`config.mk`:
```
export PLATFORM = sky130hd
export DESIGN_NAME = sram_arbiter
export DESIGN_NICKNAME = d
export VERILOG_FILES = /design/src/rtl/sram_arbiter.sv
export SDC_FILE = /design/constraint.sdc
export NUM_CORES = 1
export LEC_CHECK = 0
export BUFFER_PORTS_ARGS = -buffer_cell sky130_fd_sc_hd__clkbuf_2
export CORE_UTILIZATION = 40
export DETAILED_ROUTE_END_ITERATION = 10
export PLACE_DENSITY = 0.7
export REMOVE_ABC_BUFFERS = 1
export SYNTH_ARGS = -nofsm -noshare
export SYNTH_HDL_FRONTEND = slang
export SYNTH_SLANG_ARGS = --single-unit
```
`constraint.sdc`:
```
create_clock -name Clock -period 4.5 [get_ports Clock]
set_input_delay 0.225 -clock Clock [delete_from_list [all_inputs] [get_ports Clock]]
set_output_delay 0.225 -clock Clock [all_outputs]
set_load 0.03 [all_outputs]
```
`src/rtl/sram_arbiter.sv`:
```
// Two-port round-robin arbiter in front of a single-ported SRAM controller.
// It holds one transaction at a time. Each transaction issues one trigger
// pulse, waits out the fixed read or write latency, then acks the winning
// port for one cycle.
module sram_arbiter #(
  parameter int DATA_WIDTH = 16,
  parameter int ADDR_WIDTH = 8,
  parameter int READ_LAT   = 2,
  parameter int WRITE_LAT  = 4
) (
  input  logic                  Clock,
  input  logic                  Reset,
  input  logic                  iReqA,
  input  logic                  iReqB,
  input  logic                  iWeA,
  input  logic                  iWeB,
  input  logic [ADDR_WIDTH-1:0] iAddrA,
  input  logic [ADDR_WIDTH-1:0] iAddrB,
  input  logic [DATA_WIDTH-1:0] iWrDataA,
  input  logic [DATA_WIDTH-1:0] iWrDataB,
  output logic                  oAckA,
  output logic                  oAckB,
  output logic [DATA_WIDTH-1:0] oRdDataA,
  output logic [DATA_WIDTH-1:0] oRdDataB,
  output logic                  oMemTrigger,
  output logic                  oMemWrite,
  output logic [ADDR_WIDTH-1:0] oMemAddr,
  output logic [DATA_WIDTH-1:0] oMemWrData,
  input  logic [DATA_WIDTH-1:0] iMemRdData,
  output logic                  oBusy
);

  // The counter has to hold the longer latency minus one. It is never
  // narrower than one bit.
  localparam int MAX_LAT = (READ_LAT > WRITE_LAT) ? READ_LAT : WRITE_LAT;
  localparam int CNT_W   = (MAX_LAT > 1) ? $clog2(MAX_LAT) : 1;
  localparam logic [CNT_W-1:0] RD_LOAD = CNT_W'(READ_LAT - 1);
  localparam logic [CNT_W-1:0] WR_LOAD = CNT_W'(WRITE_LAT - 1);

  typedef enum logic [1:0] {IDLE, ISSUE, WAIT, DONE} state_t;

  state_t                state_q, state_d;
  logic [CNT_W-1:0]      cnt_q, cnt_d;
  logic                  last_b_q, last_b_d;   // 1: port B was served last
  logic                  win_b_q, win_b_d;     // 1: current transaction belongs to B
  logic                  ack_a_q, ack_a_d;
  logic                  ack_b_q, ack_b_d;
  logic                  trig_q, trig_d;
  logic                  mem_we_q, mem_we_d;
  logic [ADDR_WIDTH-1:0] mem_addr_q, mem_addr_d;
  logic [DATA_WIDTH-1:0] mem_wdata_q, mem_wdata_d;
  logic [DATA_WIDTH-1:0] rd_a_q, rd_a_d;
  logic [DATA_WIDTH-1:0] rd_b_q, rd_b_d;
  logic                  grant_b;

  // B wins when it is the only requester, or on a tie when A was served last.
  always_comb begin
    grant_b = iReqB && (!iReqA || !last_b_q);
  end

  // Next-state and next-output logic. All outputs are decoded one cycle
  // early so that they come straight from flops.
  always_comb begin
    state_d     = state_q;
    cnt_d       = cnt_q;
    last_b_d    = last_b_q;
    win_b_d     = win_b_q;
    ack_a_d     = 1'b0;
    ack_b_d     = 1'b0;
    trig_d      = 1'b0;
    mem_we_d    = mem_we_q;
    mem_addr_d  = mem_addr_q;
    mem_wdata_d = mem_wdata_q;
    rd_a_d      = rd_a_q;
    rd_b_d      = rd_b_q;
    case (state_q)
      IDLE: begin
        if (iReqA || iReqB) begin
          win_b_d     = grant_b;
          mem_we_d    = grant_b ? iWeB     : iWeA;
          mem_addr_d  = grant_b ? iAddrB   : iAddrA;
          mem_wdata_d = grant_b ? iWrDataB : iWrDataA;
          trig_d      = 1'b1;
          state_d     = ISSUE;
        end
      end
      ISSUE: begin
        cnt_d   = mem_we_q ? WR_LOAD : RD_LOAD;
        state_d = WAIT;
      end
      WAIT: begin
        if (cnt_q != '0) begin
          cnt_d = cnt_q - CNT_W'(1);
        end else begin
          state_d = DONE;
          if (!mem_we_q) begin
            if (win_b_q) rd_b_d = iMemRdData;
            else         rd_a_d = iMemRdData;
          end
          if (win_b_q) ack_b_d = 1'b1;
          else         ack_a_d = 1'b1;
        end
      end
      DONE: begin
        last_b_d = win_b_q;
        state_d  = IDLE;
      end
      default: state_d = IDLE;
    endcase
  end

  // State register. Reset is asynchronous: every flop clears as soon as
  // Reset goes low, whatever the current state.
  always_ff @(posedge Clock or negedge Reset) begin
    if (!Reset) begin
      state_q     <= IDLE;
      cnt_q       <= '0;
      last_b_q    <= 1'b1;
      win_b_q     <= 1'b0;
      ack_a_q     <= 1'b0;
      ack_b_q     <= 1'b0;
      trig_q      <= 1'b0;
      mem_we_q    <= 1'b0;
      mem_addr_q  <= '0;
      mem_wdata_q <= '0;
      rd_a_q      <= '0;
      rd_b_q      <= '0;
    end else begin
      state_q     <= state_d;
      cnt_q       <= cnt_d;
      last_b_q    <= last_b_d;
      win_b_q     <= win_b_d;
      ack_a_q     <= ack_a_d;
      ack_b_q     <= ack_b_d;
      trig_q      <= trig_d;
      mem_we_q    <= mem_we_d;
      mem_addr_q  <= mem_addr_d;
      mem_wdata_q <= mem_wdata_d;
      rd_a_q      <= rd_a_d;
      rd_b_q      <= rd_b_d;
    end
  end

  assign oAckA       = ack_a_q;
  assign oAckB       = ack_b_q;
  assign oRdDataA    = rd_a_q;
  assign oRdDataB    = rd_b_q;
  assign oMemTrigger = trig_q;
  assign oMemWrite   = mem_we_q;
  assign oMemAddr    = mem_addr_q;
  assign oMemWrData  = mem_wdata_q;
  assign oBusy       = (state_q != IDLE);

endmodule

```
==> impl_metrics.py, run 1 <==
metrics = {
    "setup_path": {
        "path_class": "reg -> reg",
        "crit_slowest_cell": "clkinv_1",
        "worstPathRequired_ns": 4.71,
        "cpPeakStageDelay_ns": 0.96,
        "crit_path_end_kind": "flop",
        "critPathArrivalTime_ns": 2.84,
        "worstPathMaxFanout": 27,
        "start_kind": "flop",
        "path_cells": "inv_1 -> ha_1 -> o21ai_2 -> clkinv_1 -> nor2_1 -> a21oi_1",
    },
    "layout": {
        "final_layout_size_suffix_gt1_frac": 0.497,
        "postLayoutCoreUtil": 0.556,
        "fill_cells": 617,
        "finalInstanceArea_mm2": 0.00380,
        "antennaDiodeCount": 0,
        "nets": 454,
        "area_delta_synth_final_pct": 33.8,
    },
    "power_and_ir_drop": {
        "p_total_mw": 3.10,
        "irDropWorstVdd_v": 0.000335,
        "pwr-share-comb": 0.475,
        "p_leak_nw": 1.95,
        "p_sw_mw": 1.38,
        "swShare": 0.446,
        "internal_power_mw": 1.72,
        "seqPwrFrac": 0.346,
        "power_density_mw_per_mm2": 817,
        "clockPowerShare": 0.180,
    },
    "timing": {
        "fmax_ghz": 0.380,
        "rsz0062_at_grt": "false",
        "fin_skew_ns": 0.00751,
        "period_share": 0.585,
        "period_needed_ns": 2.63,
        "tightest_slew_ns": 1.10,
        "tns_ns": 0,
        "slew_headroom": 0.261,
        "whs_ns": 0.0622,
        "hold_violations": 0,
        "report.final.setup_viol": 0,
        "final-max-slew-violation-count": 0,
    },
    "logic_synthesis": {
        "synthFlopType": "dfrtp_1",
        "syn_avg_cell_area_um2": 11.6,
        "synth_commonest_cells": "65 x dfrtp_1, 52 x a21oi_1, 28 x nand2_1",
        "synthesis.area_mm2": 0.00284,
        "synth_most_common_cell": "dfrtp_1",
        "ys_seq_area_frac": 0.583,
        "async_flop_share": 1.00,
        "synth_top_area_share": 0.573,
        "synth_area_leaders": "dfrtp_1 57%, mux2_2 9.9%, a21oi_1 9.2%, mux2_4 5.3%, nand2_1 3.7%",
        "synth_top_area_cell": "dfrtp_1",
        "synth_cell_type_count": 25,
        "synth-seq-cells": 66,
        "synth-edff-count": 0,
        "yosys_warnings": 0,
        "synthCells": 245,
    },
    "grt": {
        "grt-ovfl-total": 0,
        "grt_max_degree": 67,
        "antenna_found_initial": 0,
        "grt_pass1_vias": 2243,
        "grtUsageTotal": 0.184,
        "grt_pass1_wl_mm": 10.4,
    },
    "clock_tree": {
        "cts_tree": "done",
        "numClockSinks": 66,
        "cts_setup_buffers": 0,
        "clock_latency_ns": 0.33,
        "cts.repair.resized": 0,
        "htreeDepth": 3,
        "clockBufferDepth": 2,
        "path_clk_slew_ns": 0.08,
        "cts-root-buf": "clkbuf_8",
        "numCtsBuffers": 9,
        "postCtsHoldBufs": 0,
    },
    "detailed_routing": {
        "wl_per_cell_um": 13.8,
        "vias": 2355,
        "postRouteAntennaNets": 0,
        "wl_mm": 6.62,
        "drt_iter0_drc": 103,
        "via_per_inst": 4.93,
        "drc": 0,
        "firstDrtPassIters": 4,
    },
    "floorplan": {
        "dieArea_mm2": 0.00743,
        "num_rows": 30,
        "die_y_um": 86.2,
        "die_w_um": 86.2,
        "pin_count": 131,
        "core_area_mm2": 0.00683,
        "start_util": 0.415,
    },
    "placement": {
        "hpwl_mm": 4.66,
        "io_buffers": 130,
        "place.gp.congestion": 0.716,
        "placed_area_mm2": 0.00357,
    },
    "min_path": {
        "min-delay-path-class": "in -> async",
    },
    "run": {
        "maxCapViolations": 0,
    },
    "status": {
        "outcome": "finished clean",
    },
}
## critical path, delay by kind of cell (launching register included)
| family | cells | cell delay [ns] |
|---|---|---|
| compound gates | 2 | 0.50 |
| simple gates | 1 | 0.29 |
| fa+ha+maj | 1 | 0.23 |
| flops | 1 | 0.42 |
| buf+inv | 2 | 1.06 |
## power groups by stage
stage	clock network, mW	registers (mW)	logic [mW]
after floorplan	0	1.58	0.514
after detailed placement	0	1.08	1.48
after CTS	0.571	1.08	1.48
after global placement	0	1.07	1.45
final	0.557	1.07	1.47
after global routing	0.601	1.11	1.59
## state kept, by name (all words and copies together), names as in the netlist
name,cells
state_q,2
oMemTrigger,1
cnt_q,2
oMemWrite,1
oAckA,1
oRdDataB,16
oRdDataA,16
win_b_q,1
last_b_q,1
oMemWrData,16
oAckB,1
oMemAddr,8
## worst paths after layout
path                                  to  slack, ns  cells past startpoint         start
setup / recovery           oMemWrData[1]       1.87                      6    state_q[1]
hold / removal              oRdDataB[15]       0.06                      2         Reset
min in group Clock           oMemAddr[2]       0.10                      3     iAddrA[2]
max in group asynchronous       cnt_q[0]       3.88                      2         Reset
setup reg to reg           oMemWrData[1]       1.87                      6    state_q[1]
hold reg to reg             oRdDataB[15]       0.51                      1  oRdDataB[15]
## layer usage
metal  share of wire  wire (µm)  GRT usage
met1            0.43       2850      0.229
met5               0          0          0
met3           0.091        600     0.0581
met4           0.014         93     0.0773
met2            0.47       3080      0.295
## through the flow
| stage | setup slack [ns] | cells |
|---|---|---|
| 6_report | 1.87 | 478 |
| 5_1_grt | 1.58 | 478 |
| 4_1_cts | 1.84 | 478 |
| 3_5_place_dp | 1.81 | 462 |
| 3_3_place_gp | 1.83 | 462 |
| 2_1_floorplan | 2.30 | 234 |
## cells in the final DEF, fill, tap and decap left out, drive strengths merged
| cell type | count |
|---|---|
| inv | 7 |
| a221oi | 1 |
| nor2b | 1 |
| nand4b | 1 |
| nor2 | 26 |
| a21bo | 1 |
| o21ai | 2 |
| a21oi | 52 |
| nor3b | 2 |
| o32a | 1 |
| dfrtp | 65 |
| dfstp | 1 |
| mux2 | 35 |
| ha | 7 |
| nor4 | 1 |
| a21boi | 1 |
| bufinv | 2 |
| clkbuf | 139 |
| clkinv | 1 |
| buf | 3 |
| and3 | 1 |
| nand2 | 28 |
| clkinvlp | 4 |
## final cells by class
cell class / instances / area (µm²) / area share
clock buffer: 10 / 138 / 0.0363
multi-input combinational: 160 / 1100 / 0.290
timing repair buffer: 132 / 666 / 0.175
tap: 96 / 120 / 0.0316
inverter: 8 / 30.0 / 0.00791
sequential: 66 / 1650 / 0.435
clock inverter: 6 / 90.1 / 0.0237
## cells by family (layout without fill, tap and decap cells)
| kind of cell | after synthesis | count (layout) | synth area share |
|---|---|---|---|
| flops | 66 | 66 | 0.583 |
| fa+ha+maj | 7 | 7 | 0.0309 |
| compound gates | 58 | 58 | 0.109 |
| mux | 35 | 35 | 0.152 |
| simple gates | 60 | 60 | 0.0940 |
| buf+inv | 19 | 156 | 0.0309 |
Note: power is estimated with default switching activity, not from simulation.
==> inputs of run 2 (changes only) <==
Settings changed: PLACE_DENSITY 0.7 to 0.73.
Clock period 4.5 ns to 2.2 ns, I/O delays scaled along.
==> impl_metrics.py, run 2 (synthesis gave the netlist of run 1 again) <==
metrics = {
    "power_and_ir_drop": {
        "p_leak_nw": 2.06,
        "power_density_mw_per_mm2": 1550,
        "p_sw_mw": 2.84,
        "internal_power_mw": 3.40,
        "swShare": 0.455,
        "seqPwrFrac": 0.350,
        "clockPowerShare": 0.158,
        "irDropWorstVdd_v": 0.000694,
        "pwr-share-comb": 0.492,
    },
    "floorplan": {
        "start_util": 0.415,
        "core_area_mm2": 0.00683,
        "die_y_um": 86.2,
        "pin_count": 131,
        "die_w_um": 86.2,
        "num_rows": 30,
        "dieArea_mm2": 0.00743,
    },
    "layout": {
        "finalInstanceArea_mm2": 0.00404,
        "layout_common_cells": "129 x clkbuf_2, 65 x dfrtp_1, 52 x a21oi_1, 28 x nand2_1, 26 x nor2_1",
        "final_layout_size_suffix_gt1_frac": 0.469,
        "layout_commonest_cell": "clkbuf_2",
        "area_delta_synth_final_pct": 42.3,
        "antennaDiodeCount": 0,
        "nets": 479,
    },
    "clock_tree": {
        "htreeDepth": 3,
        "path_clk_slew_ns": 0.08,
        "numClockSinks": 66,
        "cts_tree": "done",
        "numCtsBuffers": 9,
        "cts-root-buf": "clkbuf_8",
        "cts_setup_buffers": 0,
        "clock_latency_ns": 0.33,
        "clockBufferDepth": 2,
    },
    "timing": {
        "final-max-slew-violation-count": 0,
        "fmax_ghz": 0.522,
        "fin_skew_ns": 0.0105,
        "period_needed_ns": 1.92,
        "tightest_slew_ns": 1.10,
        "rsz0062_at_grt": "false",
        "whs_ns": 0.0260,
        "fin_ws_ns": 0.285,
        "hold_violations": 0,
        "period_share": 0.871,
        "report.final.setup_viol": 0,
        "slew_headroom": 0.264,
    },
    "detailed_routing": {
        "firstDrtPassIters": 4,
        "vias": 2436,
        "wl_per_cell_um": 13.7,
        "wl_mm": 6.89,
        "postRouteAntennaNets": 0,
        "drt_iter0_drc": 77,
        "via_per_inst": 4.84,
        "drc": 0,
    },
    "setup_path": {
        "worst-path-stages": 6,
        "path_cells": "inv_1 -> ha_1 -> o21ai_2 -> clkinv_1 -> nor2_1 -> a21oi_1",
        "cpPeakStageDelay_ns": 0.60,
        "worstPathMaxFanout": 26,
        "cp_top_family": "buffers and inverters",
        "start_kind": "flop",
        "worstPathRequired_ns": 2.42,
        "critPathArrivalTime_ns": 2.13,
        "r2r_cells": 6,
        "crit_path_end_kind": "flop",
        "worst-path-buf-inv": 2,
        "path_class": "reg -> reg",
        "crit_slowest_cell": "clkinv_1",
    },
    "run": {
        "maxCapViolations": 0,
    },
    "placement": {
        "io_buffers": 130,
        "pre_cts_slack_ns": 0.286,
        "place.gp.congestion": 0.751,
        "hpwl_mm": 4.60,
        "placed_area_mm2": 0.00360,
    },
    "min_path": {
        "whs_path_depth": 2,
        "min-delay-path-class": "in -> reg",
    },
    "grt": {
        "antenna_found_initial": 0,
        "grtUsageTotal": 0.199,
        "grt_max_degree": 42,
        "grt_pass1_wl_mm": 11.4,
        "grt-ovfl-total": 0,
        "grt_pass1_vias": 2492,
    },
    "status": {
        "outcome": "finished clean",
    },
}
-- run 2: power groups by stage --
stage                     combinational, mW  sequential (mW)  clock [mW]
after detailed placement               3.05             2.19           0
after floorplan                        1.05             3.23           0
after global placement                 2.97             2.18           0
final                                  3.07             2.18       0.988
after CTS                              3.08             2.18        1.02
after global routing                   3.32             2.26        1.07
-- run 2: area by class of cell --
cell class / instances / area [µm²]
fill: 584 / 2800
sequential: 66 / 1650
multi-input combinational: 160 / 1100
timing repair buffer: 157 / 938
clock buffer: 9 / 124
tap: 96 / 120
clock inverter: 7 / 70.1
inverter: 8 / 30.0
-- run 2: final timing paths --
check                         startpoint            end  slack [ns]
max                           state_q[0]  oMemWrData[0]        0.28
min                        iMemRdData[3]    oRdDataB[3]        0.03
max reg2reg                   state_q[0]  oMemWrData[0]        0.28
min reg2reg                  oRdDataA[1]    oRdDataA[1]        0.51
max in group asynchronous          Reset    oRdDataA[6]        1.24
min in group asynchronous          Reset   oRdDataA[12]        0.33
-- run 2: metal layers --
metal	global-route usage	part of all wire
met1	0.240	0.42
met2	0.320	0.46
met3	0.0581	0.098
met4	0.109	0.023
met5	0	0
-- run 2: per-stage QoR --
step / utilization / TNS, ns / cells / power, mW
2_1_floorplan: - / -0.00513 / 234 / 4.28
3_3_place_gp: 0.527 / 0 / 463 / 5.16
3_5_place_dp: 0.527 / 0 / 463 / 5.23
4_1_cts: 0.591 / 0 / 503 / 6.28
5_1_grt: 0.591 / 0 / 503 / 6.64
6_report: 0.591 / 0 / 503 / 6.24
-- run 2: timing repair --
item | 4_1_cts | 5_1_grt
endpoints found under the hold margin | 47 | 0
gates resized for setup | 0 | 0
hold buffers | 24 | 0
==> inputs of run 3 (changes only) <==
Settings changed: ABC_AREA set to 1, PLACE_DENSITY 0.73 to 0.78.
==> impl_metrics.py, run 3 <==
metrics = {
    "logic_synthesis": {
        "synth-edff-count": 0,
        "synthesis.area_mm2": 0.00312,
        "async_flop_share": 1.00,
        "synthFlopType": "dfrtp_1",
        "synth-compound-area-share": 0.0645,
        "synth-xor-area-share": 0,
        "synth_top_area_cell": "dfrtp_1",
        "syn_avg_cell_area_um2": 8.03,
        "ys_seq_area_frac": 0.529,
        "synth_area_leaders": "dfrtp_1 52%, nand2_1 15%, inv_1 9.1%, nand3_1 8.3%, o21ai_0 5.9%",
        "synth_top_area_share": 0.521,
        "yosys.area_share.simple": 0.250,
        "yosys_warnings": 0,
        "synthCells": 389,
        "synth-seq-cells": 66,
        "synth_most_common_cell": "nand2_1",
        "synth_top_family_by_area": "simple AND/OR/NAND/NOR gates",
        "synth_cell_type_count": 22,
        "muxShareOfSynthArea": 0.00360,
        "synth_commonest_cells": "122 x nand2_1, 76 x inv_1, 65 x dfrtp_1",
        "synth-adder-area-share": 0.0280,
    },
    "floorplan": {
        "die_w_um": 90.4,
        "core_area_mm2": 0.00741,
        "die_y_um": 90.4,
        "start_util": 0.422,
        "dieArea_mm2": 0.00817,
        "pin_count": 131,
        "num_rows": 31,
    },
    "layout": {
        "fill_cells": 708,
        "seq_area_mm2": 0.00165,
        "multiInputGateArea_mm2": 0.00108,
        "final_layout_size_suffix_gt1_frac": 0.302,
        "postLayoutCoreUtil": 0.548,
        "layout_commonest_cell": "clkbuf_2",
        "antennaDiodeCount": 0,
        "nets": 596,
        "area_delta_synth_final_pct": 30.0,
        "layout_common_cells": "129 x clkbuf_2, 122 x nand2_1, 76 x inv_1, 65 x dfrtp_1, 52 x nand3_1",
        "finalInstanceArea_mm2": 0.00406,
    },
    "clock_tree": {
        "numCtsBuffers": 9,
        "clockBufferDepth": 2,
        "numClockSinks": 66,
        "path_clk_slew_ns": 0.07,
        "htreeDepth": 3,
        "cts-root-buf": "clkbuf_8",
        "cts_tree": "done",
        "clock_latency_ns": 0.33,
    },
    "setup_path": {
        "crit_path_end_kind": "flop",
        "critPathArrivalTime_ns": 2.00,
        "path_class": "reg -> reg",
        "worstPathMaxFanout": 26,
        "worstPathRequired_ns": 2.48,
        "start_kind": "flop",
    },
    "detailed_routing": {
        "vias": 2895,
        "via_per_inst": 4.65,
        "wl_met2_mm": 3.30,
        "postRouteAntennaNets": 0,
        "wl_met1_mm": 3.38,
        "drc": 0,
        "drt_iter0_drc": 91,
        "wl_per_cell_um": 11.9,
        "wl_mm": 7.43,
        "top_layer": "met4",
        "met3WireLength_um": 620,
        "firstDrtPassIters": 5,
    },
    "timing": {
        "whs_ns": 0.0242,
        "fin_skew_ns": 0.00734,
        "final-max-slew-violation-count": 0,
        "rsz0062_at_grt": "false",
        "tns_ns": 0,
        "tightest_slew_ns": 0.708,
        "period_needed_ns": 1.73,
        "hold_violations": 0,
        "report.final.setup_viol": 0,
        "slew_headroom": 0.526,
        "period_share": 0.785,
        "fmax_ghz": 0.579,
    },
    "grt": {
        "grt_pass1_vias": 2627,
        "grt-ovfl-total": 0,
        "grt_max_degree": 33,
        "grtUsageTotal": 0.193,
        "grt_pass1_wl_mm": 12.5,
        "antenna_found_initial": 0,
    },
    "run": {
        "maxCapViolations": 0,
    },
    "power_and_ir_drop": {
        "p_total_mw": 6.40,
        "p_leak_nw": 2.47,
        "power_density_mw_per_mm2": 1580,
        "irDropWorstVdd_v": 0.000727,
    },
    "placement": {
        "hpwl_mm": 5.32,
        "place.gp.congestion": 0.755,
        "placed_area_mm2": 0.00383,
        "io_buffers": 130,
    },
    "min_path": {
        "min-delay-path-class": "in -> reg",
    },
    "status": {
        "outcome": "finished clean",
    },
}
## run 3: cell count changes after synthesis, sizes merged, moves of 21 or more
cell,delta
a21oi,-52
inv,+69
mux2,-34
nand2,+96
nand3,+52
nor2,-21
o21ai,+36
## run 3: path summary, 6_finish.rpt
kind	slack (ns)	end	startpoint	cells after the start
worst min register to register	0.49	oRdDataB[9]	oRdDataB[9]	2
worst min-delay path	0.02	oRdDataA[13]	iMemRdData[13]	3
worst max-delay path	0.47	oMemAddr[5]	state_q[0]	6
min in group asynchronous	0.28	oRdDataA[0]	Reset	2
max in group asynchronous	1.17	last_b_q	Reset	3
worst max register to register	0.47	oMemAddr[5]	state_q[0]	6
## run 3: worst max-delay path, cell delays in order, from the launching register on
cell and delay (ns):
dfrtp_1 0.42, inv_1 0.14, ha_1 0.24, inv_1 0.11, nor2_4 0.49, nand3_1 0.16, nand2_1 0.09
## run 3: cell type report
type	count	area share
flip-flops and latches	66	0.407
clock buffers	11	0.0348
inverters	76	0.0702
well taps	99	0.0305
clock inverters	5	0.0191
repair buffers	136	0.172
multi-input cells	230	0.266
## run 3: cells by family (layout without fill, tap and decap cells)
group                      Yosys count  in the layout
buffers and inverters               93            228
DFF                                 66             66
AOI/OAI and AO/OA                   38             38
muxes                                1              1
and+or+nand+nor                    184            184
adders and majority gates            7              7
## run 3: power by group
group / total (mW) / internal (mW) / switching (mW)
clock network: 1.12 / 0.666 / 0.457
logic: 3.06 / 0.882 / 2.18
registers: 2.22 / 1.83 / 0.382
total: 6.40 / 3.38 / 3.02
## run 3: layer usage
layer	vias up	global-route usage
met3	11	0.0396
met5	-	0
met1	1296	0.264
li1	1442	-
met4	0	0.0847
met2	146	0.294
## run 3: repair_timing
item | 4_1_cts | 5_1_grt
hold endpoints to repair | 23 | 0
buffers inserted | 0 | 0
hold buffers | 1 | 0
endpoints found under the setup margin | 0 | 0
resized for setup | 0 | 0
## run 3: stage by stage
step / setup WS, ns / instances
floorplan: 0.409 / 372
global placement: 0.530 / 606
detailed placement: 0.477 / 606
CTS: 0.457 / 623
global route: 0.301 / 623
finish: 0.472 / 623
